===== src/rtl/step_sequencer.sv =====
// step_sequencer: initiator side of a step start/done handshake.
// Takes a job (init_data, num_steps) from a host. It drives a single-cycle
// step unit num_steps times and feeds each returned value back in as the
// next operand. The final value is reported with a one-cycle result_valid.
// A step unit that stays silent in WAIT for TIMEOUT cycles ends the job
// with a one-cycle error pulse, and the last good value goes to result.
//
// Ports:
//   clk            rising-edge clock
//   rst_n          synchronous active-low reset
//   req            host job request (sampled only in IDLE)
//   num_steps      step count for the job (sampled with req)
//   init_data      initial operand (sampled with req)
//   busy           high while in ISSUE or WAIT
//   result         final / partial value, held until the next completion
//   result_valid   one-cycle pulse on successful completion
//   error          one-cycle pulse on step timeout
//   step_start     one-cycle start pulse to the step unit
//   step_in_data   operand to the step unit (zero when step_start is low)
//   step_out_data  step unit result, sampled with step_done
//   step_done      step unit completion pulse
//
// state | meaning
// ------+-------------------------------------------------------------
// IDLE  | waiting for req; step_done ignored
// ISSUE | one cycle: step_start high, step_in_data = acc, clear timer
// WAIT  | waiting for step_done; timer counts up toward TIMEOUT-1

module step_sequencer #(
  parameter int DATA_W  = 8,
  parameter int CNT_W   = 4,
  parameter int TIMEOUT = 8
) (
  input  logic              clk,
  input  logic              rst_n,
  input  logic              req,
  input  logic [CNT_W-1:0]  num_steps,
  input  logic [DATA_W-1:0] init_data,
  output logic              busy,
  output logic [DATA_W-1:0] result,
  output logic              result_valid,
  output logic              error,
  output logic              step_start,
  output logic [DATA_W-1:0] step_in_data,
  input  logic [DATA_W-1:0] step_out_data,
  input  logic              step_done
);

  typedef enum logic [1:0] {
    S_IDLE  = 2'd0,
    S_ISSUE = 2'd1,
    S_WAIT  = 2'd2
  } state_t;

  // TIMEOUT is at most 255, so an 8-bit timer always reaches TIMEOUT-1.
  localparam int             TMR_W    = 8;
  localparam logic [TMR_W-1:0] TMR_LAST = TMR_W'(TIMEOUT - 1);
  localparam logic [CNT_W-1:0] CNT_ZERO = '0;
  localparam logic [CNT_W-1:0] CNT_ONE  = CNT_W'(1);

  state_t              state_q, state_d;
  logic [DATA_W-1:0]   acc_q, acc_d;
  logic [CNT_W-1:0]    cnt_q, cnt_d;
  logic [TMR_W-1:0]    timer_q, timer_d;
  logic [DATA_W-1:0]   result_q, result_d;
  logic                result_valid_q, result_valid_d;
  logic                error_q, error_d;

  always_ff @(posedge clk) begin
    if (!rst_n) begin
      state_q        <= S_IDLE;
      acc_q          <= '0;
      cnt_q          <= '0;
      timer_q        <= '0;
      result_q       <= '0;
      result_valid_q <= 1'b0;
      error_q        <= 1'b0;
    end else begin
      state_q        <= state_d;
      acc_q          <= acc_d;
      cnt_q          <= cnt_d;
      timer_q        <= timer_d;
      result_q       <= result_d;
      result_valid_q <= result_valid_d;
      error_q        <= error_d;
    end
  end

  always_comb begin
    state_d        = state_q;
    acc_d          = acc_q;
    cnt_d          = cnt_q;
    timer_d        = timer_q;
    result_d       = result_q;
    result_valid_d = 1'b0;
    error_d        = 1'b0;

    case (state_q)
      S_IDLE: begin
        if (req) begin
          if (num_steps != CNT_ZERO) begin
            acc_d   = init_data;
            cnt_d   = num_steps;
            state_d = S_ISSUE;
          end else begin
            // Empty job completes immediately with the initial operand.
            result_d       = init_data;
            result_valid_d = 1'b1;
          end
        end
      end

      S_ISSUE: begin
        timer_d = '0;
        state_d = S_WAIT;
      end

      S_WAIT: begin
        timer_d = timer_q + 1'b1;
        // step_done is checked first so a late answer on the last
        // timer cycle still counts as a good step.
        if (step_done) begin
          if (cnt_q == CNT_ONE) begin
            result_d       = step_out_data;
            result_valid_d = 1'b1;
            state_d        = S_IDLE;
          end else begin
            acc_d   = step_out_data;
            cnt_d   = cnt_q - 1'b1;
            state_d = S_ISSUE;
          end
        end else if (timer_q == TMR_LAST) begin
          result_d = acc_q;
          error_d  = 1'b1;
          state_d  = S_IDLE;
        end
      end

      default: begin
        state_d = S_IDLE;
      end
    endcase
  end

  // All outputs are decoded from registered state only.
  assign busy         = (state_q == S_ISSUE) || (state_q == S_WAIT);
  assign step_start   = (state_q == S_ISSUE);
  assign step_in_data = (state_q == S_ISSUE) ? acc_q : '0;
  assign result       = result_q;
  assign result_valid = result_valid_q;
  assign error        = error_q;

endmodule


===== config.mk =====
export PLATFORM = sky130hd
export DESIGN_NAME = step_sequencer
export DESIGN_NICKNAME = d
export VERILOG_FILES = /design/src/rtl/step_sequencer.sv
export SDC_FILE = /design/constraint.sdc
export NUM_CORES = 1
export LEC_CHECK = 0
export BUFFER_PORTS_ARGS = -buffer_cell sky130_fd_sc_hd__buf_2
export CORE_UTILIZATION = 57
export CTS_CLUSTER_SIZE = 24
export DETAILED_ROUTE_END_ITERATION = 8
export GPL_ROUTABILITY_DRIVEN = 0
export GPL_TIMING_DRIVEN = 0
export PLACE_DENSITY = 0.86
export SYNTH_ARGS = -nofsm -noshare
export SYNTH_HDL_FRONTEND = slang
export SYNTH_SLANG_ARGS = --single-unit

===== constraint.sdc =====
create_clock -name clk -period 4.7 [get_ports clk]
set_input_delay 1.175 -clock clk [delete_from_list [all_inputs] [get_ports clk]]
set_output_delay 1.175 -clock clk [all_outputs]
set_load 0.02 [all_outputs]

* After elaboration in Yosys (flattened, before gate mapping)
Index checks and enable logic that the tools add are counted.
** Storage, ports and cells
- Register bits :: 32
- Bits of input ports :: 24
- Output and inout bits :: 20
- Word-level logic and storage cells :: 61
** Cells by class
- Add/subtract/negate cells :: 2
- Eq/ne operators :: 11
- Multiplexer cells :: 30
- Bitwise operators :: 2
- Reductions and logical operators :: 9
** Operators with widths (count)
- $mux 8 :: 10
- $pmux 8 s2 :: 3
- $mux 4 :: 4
- $ne 2x2->1 const B :: 5
- $reduce_and 5->1 :: 2
- $add 8x1->8 const B :: 1
- $eq 8x3->1 const B :: 1
- $mux 2 :: 4
- $pmux 4 s2 :: 1
- $mux 1 :: 6
- $ne 3x3->1 const B :: 2
- $pmux 2 s3 :: 1
- $eq 4x1->1 const B :: 1
- $reduce_bool 2->1 :: 2
- $reduce_bool 4->1 :: 1
- $sub 4x1->4 const B :: 1
- $reduce_and 3->1 :: 1
- $reduce_or 3->1 :: 1
- $eq 2x1->1 const B :: 1
- $eq 2x2->1 const B :: 1
- $logic_not 2->1 :: 1
- $not 1->1 :: 2
- $pmux 1 s2 :: 1
- $logic_or 1x1->1 :: 1

* Longest topological paths before layout
Gate-level depths: netlist of run 1.
- Word-level depth :: 4
- Depth in mapped cells :: 8
- Depth with buffers taken out :: 6

* Worst setup path after synthesis of run 1
Ideal clock, no wire load.
- Path type :: input -> register
- Start point :: input num_steps[2]
- End point :: register result_q[0], in the netlist result[0]
- Library setup time :: 72 ps
- Arrival time :: 2454 ps
- Data required time :: 4628 ps
- Setup slack :: 2174 ps
- Cell stages on the path :: 4
- Buffers on the path :: 0
- Cells stage by stage :: nor4_1 nand3_1 a211oi_4 mux2i_1
** Between the ends
- Cells in the longest elaborated chain, start to end :: 3
** Ends and longest elaborated chain
- start, declared :: RTL line 37 : input logic [CNT_W-1:0] num_steps,
- $reduce_bool 4->1 :: RTL line 101 : if (num_steps != CNT_ZERO) begin
- $ne 2x2->1 (no line)
- $reduce_and 5->1 (no line)
- end signal, assigned :: RTL line 83 : result_q <= result_d;
- end, declared :: RTL line 65 : logic [DATA_W-1:0] result_q, result_d;
Every way passes these cells.
A chain may end at the register's enable or synchronous reset.

* Final worst setup path of run 1
- Start point :: register state_q[1]
- End point :: output step_in_data[0]
** Between the ends
- Cells in the longest elaborated chain, start to end :: 2
** Ends and longest elaborated chain
- start, declared :: RTL line 61 : state_t state_q, state_d;
- start signal, assigned :: RTL line 79 : state_q <= state_d;
- $eq 2x1->1 :: RTL line 148 : assign step_in_data = (state_q == S_ISSUE) ? acc_q : '0;
- $mux 8 :: RTL line 148
- end, declared :: RTL line 44 : output logic [DATA_W-1:0] step_in_data,
Every way passes these cells.

==> results of run 1 <==
## metal layers
| layer | vias up | GRT usage | wire [µm] |
|---|---|---|---|
| li1 | 848 | - | - |
| met1 | 779 | 0.3506 | 1976 |
| met2 | 49 | 0.4483 | 1895 |
| met3 | 10 | 0.07143 | 253 |
| met4 | 0 | 0.1054 | 78 |
| met5 | - | 0 | 0 |
## cell families after synthesis
family | Yosys count | share of synthesized area
buffers and inverters | 23 | 0.04919
AND/OR/NAND/NOR | 60 | 0.1680
flip-flops | 32 | 0.3598
AO/OA/AOI/OAI | 54 | 0.2136
adder cells (fa/ha/maj) | 7 | 0.04919
XOR/XNOR | 4 | 0.01968
multiplexers | 25 | 0.1405
## area by class of cell
class | count | area, µm²
buffer | 12 | 46.29
clock buffer | 7 | 55.05
clock inverter | 1 | 7.507
fill | 231 | 755.7
inverter | 11 | 41.29
multi-input combinational | 150 | 1052
sequential | 32 | 640.6
tap | 31 | 38.79
timing repair buffer | 43 | 215.2
## state kept, by name (all words and copies together), names as in the netlist
| name | flops |
|---|---|
| acc_q | 8 |
| cnt_q | 4 |
| error | 1 |
| result | 8 |
| result_valid | 1 |
| state_q | 2 |
| timer_q | 8 |
## cells in the mapped netlist, types with 2 or more instances
master    instances  share of area
a211oi_1          9          0.038
a21oi_1          18          0.051
a32o_1            2          0.011
and2_1            9          0.032
buf_1             2         0.0042
clkbuf_1          9          0.019
dfxtp_1          32           0.36
ha_1              7          0.049
inv_1            10          0.021
mux2i_1          25           0.14
nand2_1          23          0.048
nand3_1           6          0.017
nand4_1           3          0.011
nor2_1            8          0.017
nor4_1            3          0.011
o211ai_1         10          0.042
o21ai_0           5          0.014
or3_1             4          0.014
xor2_1            3          0.015
## through the flow
step / power (mW) / hold WS (ns)
2_1_floorplan: 0.5764 / 0.4582
3_3_place_gp: 0.6577 / 0.4407
3_5_place_dp: 0.6642 / 0.4492
4_1_cts: 0.8379 / 0.4633
5_1_grt: 0.8939 / 0.4948
6_report: 0.8378 / 0.4601
## worst register-to-register path, delay by kind of cell, from the launching register on
family / cells / cell delay (ns)
AO/OA/AOI/OAI: 2 / 0.95
adder cells (fa/ha/maj): 1 / 0.21
flip-flops: 1 / 0.39
multiplexers: 1 / 0.28
AND/OR/NAND/NOR: 1 / 0.49
## power by group through the flow
stage                     Clock (mW)  Sequential (mW)  Combinational (mW)
after global placement             0            0.349               0.309
after global routing           0.192            0.350               0.352
after detailed placement           0            0.350               0.314
after floorplan                    0            0.347               0.230
final                          0.174            0.345               0.319
after CTS                      0.177            0.344               0.316
## worst paths after layout
path	start	to	slack (ns)	cells past startpoint
max	state_q[1]$_SDFFE_PN0P_	step_in_data[0]	2.00	4
min	result[1]$_SDFFE_PN0P_	result[1]$_SDFFE_PN0P_	0.46	2
max reg2reg	timer_q[0]$_SDFFE_PN0P_	result[4]$_SDFFE_PN0P_	2.32	5
min reg2reg	result[1]$_SDFFE_PN0P_	result[1]$_SDFFE_PN0P_	0.46	2
==> results_dict.tcl, run 1 <==
set metrics [dict create \
    status "complete, but fails checks" \
    violations "design-rule violations" \
    cellLeakagePower_nw 0.8464 \
    post-cts-setup-buffers 0 \
    crit_type "reg2out" \
    grt_pass1_wl_mm 6.906 \
    cts_inserted_buffers 5 \
    synth_cell_types 36 \
    place_ws_ns 1.776 \
    ir_drop_mv 0.2696 \
    start_util 0.6241 \
    antennaDiodeCount 0 \
    ys_warn_count 0 \
    cts_root_buffer "clkbuf_4" \
    finalHoldViolations 0 \
    grt_pass1_vias 1537 \
    rsz0062_at_grt "no" \
    p_switching_uw 330.3 \
    fp.dieH_um 57.89 \
    fmax_mhz 370.7 \
    syn_inst 205 \
    coreArea_mm2 0.002853 \
    cp_cell_sequence "inv_1 -> ha_1 -> and2_1 -> buf_2" \
    slew_headroom 0.4930 \
    slew_viol_final 0 \
    clock_sinks 32 \
    yosysSeqAreaShare 0.3598 \
    dieArea_mm2 0.003351 \
    cp.arrival_ns 1.52 \
    synth-edff-count 0 \
    cap_violations 0 \
    track_usage 0.2756 \
    syn_to_final_growth_pct 17.78 \
    p_int_uw 507.5 \
    finalClockSkew_ns 0.01823 \
    powerDensity_mw_per_mm2 399.5 \
    fin_area_mm2 0.002097 \
    synth_nets 236 \
    post-route-drc-count 3 \
    cts.path.max_buffers 2 \
    finalNonFillerCells 287 \
    cts_hold_buf 0 \
    tns_ns 0 \
    wl_per_cell_um 14.64 \
    hp-class "reg2reg" \
    cts-resized-gates 0 \
    layout_common_cells "44 x buf_2, 32 x dfxtp_1, 25 x mux2i_1" \
    synthArstFlopShare 0 \
    ys.flop_type "dfxtp_1" \
    port_buffers 43 \
    synthesis.area_mm2 0.001780 \
    cp-start-kind "flip-flop" \
    clkTransAtPathRegs_ns 0.10 \
    routed_via_density 5.875 \
    postSynthAreaPerCell_um2 8.685 \
    rows 19 \
    grt_max_degree 11 \
    nets 286 \
    utilization 0.7351 \
    ios 44 \
    swShare 0.3942 \
    layout_setup_ws_ns 2.003 \
    crit_slowest_cell "ha_1" \
    power_frac_seq 0.411 \
    end_kind "output pin" \
    place_inst 279 \
    routed_wl_mm 4.203 \
    cts_tree "done" \
    via_count 1686 \
    dpl.hpwl_mm 3.020 \
    fin_crit_sh 0.5739 \
    place_area_mm2 0.002034 \
    gr-total-overflow 0 \
    cts_max_level 2 \
    drive_gt1_frac 0.2109 \
    antenna_found_initial 0 \
    pwr-share-clk 0.207 \
    final_common_cell "buf_2" \
    critPathRequiredTime_ns 3.52 \
    path_buf_inv 2 \
    firstDrtPassIters 6 \
    max_stage_delay_ns 0.40 \
    die_w_um 57.89 \
    worst_pin_slew_ns 0.7526 \
    min_period_ns 2.697 \
    drt_first_iter_violations 79 \
    crit_fanout 10 \
    path_delay_family "adder cells" \
    synth_seq_cells 32 \
    comb_power_share 0.381 \
    clock_latency_ns 0.35 \
    ant_nets 0 \
    setup_viol 0 \
]
No activity file was read; power rests on OpenSTA's default activity.
==> inputs of run 2 (changes only) <==
--- a/config.mk
+++ b/config.mk
@@ -6,12 +6,12 @@
 export NUM_CORES = 1
 export LEC_CHECK = 0
 export BUFFER_PORTS_ARGS = -buffer_cell sky130_fd_sc_hd__buf_2
-export CORE_UTILIZATION = 57
+export CORE_UTILIZATION = 48
 export CTS_CLUSTER_SIZE = 24
 export DETAILED_ROUTE_END_ITERATION = 8
 export GPL_ROUTABILITY_DRIVEN = 0
 export GPL_TIMING_DRIVEN = 0
-export PLACE_DENSITY = 0.86
+export PLACE_DENSITY = 0.77
 export SYNTH_ARGS = -nofsm -noshare
 export SYNTH_HDL_FRONTEND = slang
 export SYNTH_SLANG_ARGS = --single-unit
==> constraint.sdc (replaced) <==
create_clock -name clk -period 2.3 [get_ports clk]
set_input_delay 0.575 -clock clk [delete_from_list [all_inputs] [get_ports clk]]
set_output_delay 0.575 -clock clk [all_outputs]
set_load 0.02 [all_outputs]
==> run 2 against run 1 <==
First-iteration DRC count shrank 5.1%. Die area grew 18%. Cell count grew 5.9%. The run now ends clean. Largest cell class unchanged. Flip-flop and latch count is the same. Clock power grew to 2.6 times the previous value. Total power grew 120%.
==> results_dict.tcl, run 2 (synthesis gave the netlist of run 1 again) <==
set metrics [dict create \
    antennaDiodeCount 0 \
    pwr-share-clk 0.247 \
    die_w_um 62.91 \
    powerDensity_mw_per_mm2 843.0 \
    coreArea_mm2 0.003442 \
    routed_via_density 5.582 \
    clkTransAtPathRegs_ns 0.07 \
    ant_nets 0 \
    grt_pass1_wl_mm 7.251 \
    reg2reg_depth 6 \
    hold_path.startpoint "result[3]$_SDFFE_PN0P_" \
    cts_tree "done" \
    rsz0062_at_grt "no" \
    finalClockSkew_ns 0.009053 \
    post-route-drc-count 0 \
    start_util 0.5173 \
    routed_wl_mm 4.350 \
    min_to "result[3]$_SDFFE_PN0P_" \
    place_area_mm2 0.002053 \
    layout_common_cells "44 x buf_2, 32 x dfxtp_1, 25 x mux2i_1" \
    holdPathStages 2 \
    antenna_found_initial 0 \
    p_total_mw 1.826 \
    cp.arrival_ns 2.31 \
    reg2reg_to "result[2]$_SDFFE_PN0P_" \
    r2r_start "timer_q[0]$_SDFFE_PN0P_" \
    firstDrtPassIters 4 \
    crit_fanout 4 \
    swShare 0.3758 \
    hp-class "reg2reg" \
    nets 288 \
    layout_setup_ws_ns 0.2104 \
    critPathRequiredTime_ns 2.52 \
    cts.path.max_buffers 2 \
    worst_pin_slew_ns 0.7128 \
    final_common_cell "buf_2" \
    min_period_ns 2.090 \
    grt_pass1_vias 1602 \
    fin_area_mm2 0.002166 \
    cts_inserted_buffers 5 \
    utilization 0.6292 \
    finalHoldViolations 0 \
    slew_headroom 0.5198 \
    track_usage 0.2347 \
    fp.dieH_um 62.91 \
    r2r_slack_ns 0.21 \
    cp-start-kind "flip-flop" \
    cellLeakagePower_nw 0.8794 \
    grt_max_degree 11 \
    dieArea_mm2 0.003957 \
    cap_violations 0 \
    ir_drop_mv 0.5940 \
    drive_gt1_frac 0.2287 \
    power_frac_seq 0.386 \
    p_int_mw 1.140 \
    p_switching_uw 686.2 \
    end_kind "flip-flop" \
    clock_sinks 32 \
    drt_first_iter_violations 75 \
    dpl.hpwl_mm 3.107 \
    place_ws_ns -0.06552 \
    ios 44 \
    syn_to_final_growth_pct 21.64 \
    fin_crit_sh 0.9085 \
    wl_per_cell_um 14.31 \
    slew_viol_final 0 \
    comb_power_share 0.367 \
    via_count 1697 \
    rows 21 \
    cts_max_level 2 \
    clock_latency_ns 0.28 \
    status "finished, final reports clean" \
    setup_viol 0 \
    cts_root_buffer "clkbuf_8" \
    fmax_mhz 478.6 \
    crit_type "reg2reg" \
    gr-total-overflow 0 \
    port_buffers 43 \
]
-- run 2: cell types whose count changed in the layout (fill, tap and decap cells not counted), sizes merged --
| cell | previous run | this run |
|---|---|---|
| clkbuf | 16 | 17 |
| buf | 46 | 47 |
-- run 2: through the flow --
stage / setup TNS, ns / hold slack, ns / std cells
floorplan: 0 / 0.4582 / 205
global placement: -0.1420 / 0.4398 / 294
detailed placement: -0.4381 / 0.4436 / 294
CTS: 0 / 0.4559 / 304
global route: 0 / 0.4718 / 304
finish: 0 / 0.4528 / 304
-- run 2: power groups by stage --
stage	clock, mW	sequential (mW)	combinational [mW]
6_report	0.451	0.705	0.669
3_3_place_gp	0	0.714	0.641
2_1_floorplan	0	0.709	0.469
4_1_cts	0.454	0.705	0.660
5_1_grt	0.479	0.715	0.742
3_5_place_dp	0	0.717	0.652
-- run 2: per-layer routing --
metal  global-route usage  routed length, µm
met5                    0                  0
met4              0.09302                 51
met1               0.3008               2001
met2               0.3831               2031
met3              0.04562                265
-- run 2: worst max-delay path, cell delays in order (launching register included) --
cell and delay (ns):
dfxtp_1 0.38, ha_1 0.22, or4b_4 0.49, o41a_4 0.39, a211oi_4 0.17, buf_4 0.19
mux2i_1 0.18
-- run 2: what timing repair did --
item,CTS,global route
gates resized for setup,0,5
pin swaps,1,0
hold buffers,0,0
setup buffers,2,0
setup endpoints to repair,8,17
-- run 2: cell type report --
class / instances / area (µm²)
fill: 294 / 1276
clock buffer: 7 / 86.33
inverter: 11 / 41.29
multi-input combinational: 150 / 1052
timing repair buffer: 45 / 230.2
tap: 46 / 57.56
clock inverter: 1 / 7.507
buffer: 12 / 50.05
sequential: 32 / 640.6
-- run 2: worst max-delay path by stage --
stage | end | cells past startpoint | startpoint | slack [ns]
floorplan | result[0]$_SDFFE_PN0P_ | 5 | timer_q[0]$_SDFFE_PN0P_ | 0.20
global placement | result[1]$_SDFFE_PN0P_ | 5 | num_steps[2] | -0.02
detailed placement | result[5]$_SDFFE_PN0P_ | 5 | timer_q[0]$_SDFFE_PN0P_ | -0.07
CTS | cnt_q[0]$_SDFFE_PN0P_ | 8 | state_q[0]$_SDFFE_PN0P_ | 0.1
global route | cnt_q[0]$_SDFFE_PN0P_ | 8 | state_q[0]$_SDFFE_PN0P_ | 0.01
finish | result[2]$_SDFFE_PN0P_ | 6 | timer_q[0]$_SDFFE_PN0P_ | 0.21
==> inputs of run 3 (changes only) <==
--- a/config.mk
+++ b/config.mk
@@ -6,6 +6,7 @@
 export NUM_CORES = 1
 export LEC_CHECK = 0
 export BUFFER_PORTS_ARGS = -buffer_cell sky130_fd_sc_hd__buf_2
+export CORE_ASPECT_RATIO = 0.9
 export CORE_UTILIZATION = 48
 export CTS_CLUSTER_SIZE = 24
 export DETAILED_ROUTE_END_ITERATION = 8
==> run 3 against run 2 <==
Hold slack improved by 0.0019 ns. Global-route usage up 0.75 points. Via count up 0.41%. Cell count is 0.99% lower. Utilization decreased by 0.060 points. Count of clock-buffer cells in the layout down 1. Register-to-register slack worse by 0.05 ns. Sequential share of layout area shrank 0.068 points. Sequential power about the same. Combinational power shrank 0.9%. Critical path type unchanged.
==> results_dict.tcl, run 3 (synthesis gave the netlist of run 1 again) <==
set metrics [dict create \
    max_stage_delay_ns 0.50 \
    reg2reg_depth 6 \
    ant_nets 0 \
    coreArea_mm2 0.003453 \
    drive_gt1_frac 0.2218 \
    worst_pin_slew_ns 0.7116 \
    cts_inserted_buffers 5 \
    layout_common_cells "44 x buf_2, 32 x dfxtp_1, 25 x mux2i_1" \
    p_int_mw 1.216 \
    wl_per_cell_um 14.52 \
    finalHoldViolations 0 \
    cp-start-kind "flip-flop" \
    reg2reg_to "result[2]$_SDFFE_PN0P_" \
    drt_first_iter_violations 74 \
    cap_violations 0 \
    cts_root_buffer "clkbuf_8" \
    firstDrtPassIters 4 \
    grt_pass1_vias 1606 \
    port_buffers 43 \
    slew_headroom 0.5206 \
    syn_to_final_growth_pct 21.93 \
    critPathRequiredTime_ns 2.51 \
    final_common_cell "buf_2" \
    via_count 1704 \
    min_period_ns 2.136 \
    swShare 0.3611 \
    p_switching_uw 687.5 \
    track_usage 0.2422 \
    start_util 0.5156 \
    grt_max_degree 11 \
    hold_path.startpoint "result[7]$_SDFFE_PN0P_" \
    grt_pass1_wl_mm 7.251 \
    min_to "result[7]$_SDFFE_PN0P_" \
    routed_via_density 5.661 \
    nets 287 \
    r2r_slack_ns 0.16 \
    die_w_um 66.20 \
    status "finished, final reports clean" \
    dieArea_mm2 0.003957 \
    antenna_found_initial 0 \
    crit_fanout 4 \
    cts.path.max_buffers 2 \
    cp_cell_sequence "ha_1 -> or4b_4 -> o41a_4 -> a211oi_4 -> buf_4 -> mux2i_1" \
    holdPathStages 2 \
    layout_setup_ws_ns 0.1640 \
    cts_max_level 2 \
    finalClockSkew_ns 0.006131 \
    pwr-share-clk 0.280 \
    cts_tree "done" \
    cellLeakagePower_nw 0.8825 \
    routed_wl_mm 4.370 \
    power_frac_seq 0.372 \
    slew_viol_final 0 \
    ios 44 \
    dpl.hpwl_mm 3.118 \
    comb_power_share 0.348 \
    powerDensity_mw_per_mm2 877.0 \
    place_ws_ns -0.06530 \
    fin_crit_sh 0.9287 \
    cp.arrival_ns 2.34 \
    rows 20 \
    antennaDiodeCount 0 \
    post-route-drc-count 0 \
    p_total_mw 1.904 \
    fmax_mhz 468.2 \
    end_kind "flip-flop" \
    ir_drop_mv 0.5300 \
    setup_viol 0 \
    r2r_start "timer_q[0]$_SDFFE_PN0P_" \
    clock_latency_ns 0.28 \
    rsz0062_at_grt "no" \
    hp-class "reg2reg" \
    crit_slowest_cell "or4b_4" \
    fp.dieH_um 59.78 \
    crit_type "reg2reg" \
    clock_sinks 32 \
    gr-total-overflow 0 \
    clkTransAtPathRegs_ns 0.07 \
]
## run 3: area by class of cell
cell class                      instances  area [µm²]
Tap cell                               44       55.05
Timing Repair Buffer                   45       230.2
Clock inverter                          2       35.03
Inverter                               11       41.29
Fill cell                             300        1282
Multi-Input combinational cell        150        1052
Clock buffer                            6       72.57
Buffer                                 11       43.79
Sequential cell                        32       640.6
## run 3: how the worst max path moves through the flow
stage                                  from                      to  slack, ns  depth (start not counted)
finish              timer_q[0]$_SDFFE_PN0P_  result[2]$_SDFFE_PN0P_       0.16                          6
floorplan           timer_q[0]$_SDFFE_PN0P_  result[0]$_SDFFE_PN0P_       0.20                          5
global placement    timer_q[0]$_SDFFE_PN0P_  result[1]$_SDFFE_PN0P_      -0.03                          5
detailed placement                step_done   cnt_q[0]$_SDFFE_PN0P_      -0.07                          7
global route        state_q[0]$_SDFFE_PN0P_   cnt_q[0]$_SDFFE_PN0P_       0.03                          7
CTS                 state_q[0]$_SDFFE_PN0P_   cnt_q[0]$_SDFFE_PN0P_       0.12                          8
## run 3: timing repair
action | CTS | global route
gates resized for setup | 1 | 0
endpoints found under the setup margin | 9 | 13
pin swaps | 1 | 0
hold buffers | 0 | 0
buffers inserted | 2 | 0
## run 3: per-stage QoR
stage               hold slack, ns    util  std cells  setup TNS, ns  cell area (µm²)
global placement            0.4395  0.5938        292        -0.2003             2051
global route                0.4754  0.6286        301              0             2171
detailed placement          0.4445  0.5938        292        -0.3303             2051
floorplan                   0.4582       -        205              0             1780
finish                      0.4547  0.6286        301              0             2171
CTS                         0.4607  0.6297        302              0             2175
## run 3: per-layer routing
metal	vias up	share of wire	track usage
met3	5	0.039	0.05725
li1	846	-	-
met4	0	0.0078	0.06079
met2	46	0.47	0.4082
met5	-	0	0
met1	807	0.48	0.3124
## run 3: worst max-delay path, delay by kind of cell (launching register included)
family	cells	cell delay, ns
AND/OR/NAND/NOR	1	0.50
flip-flops	1	0.39
AO/OA/AOI/OAI	2	0.58
buffers and inverters	1	0.19
adder cells (fa/ha/maj)	1	0.21
multiplexers	1	0.20
## run 3: power by group through the flow
stage | registers [mW] | logic (mW) | clock network [mW]
after floorplan | 0.709 | 0.469 | 0
after global placement | 0.716 | 0.634 | 0
after detailed placement | 0.716 | 0.649 | 0
after CTS | 0.706 | 0.658 | 0.539
after global routing | 0.718 | 0.730 | 0.570
final | 0.708 | 0.663 | 0.533
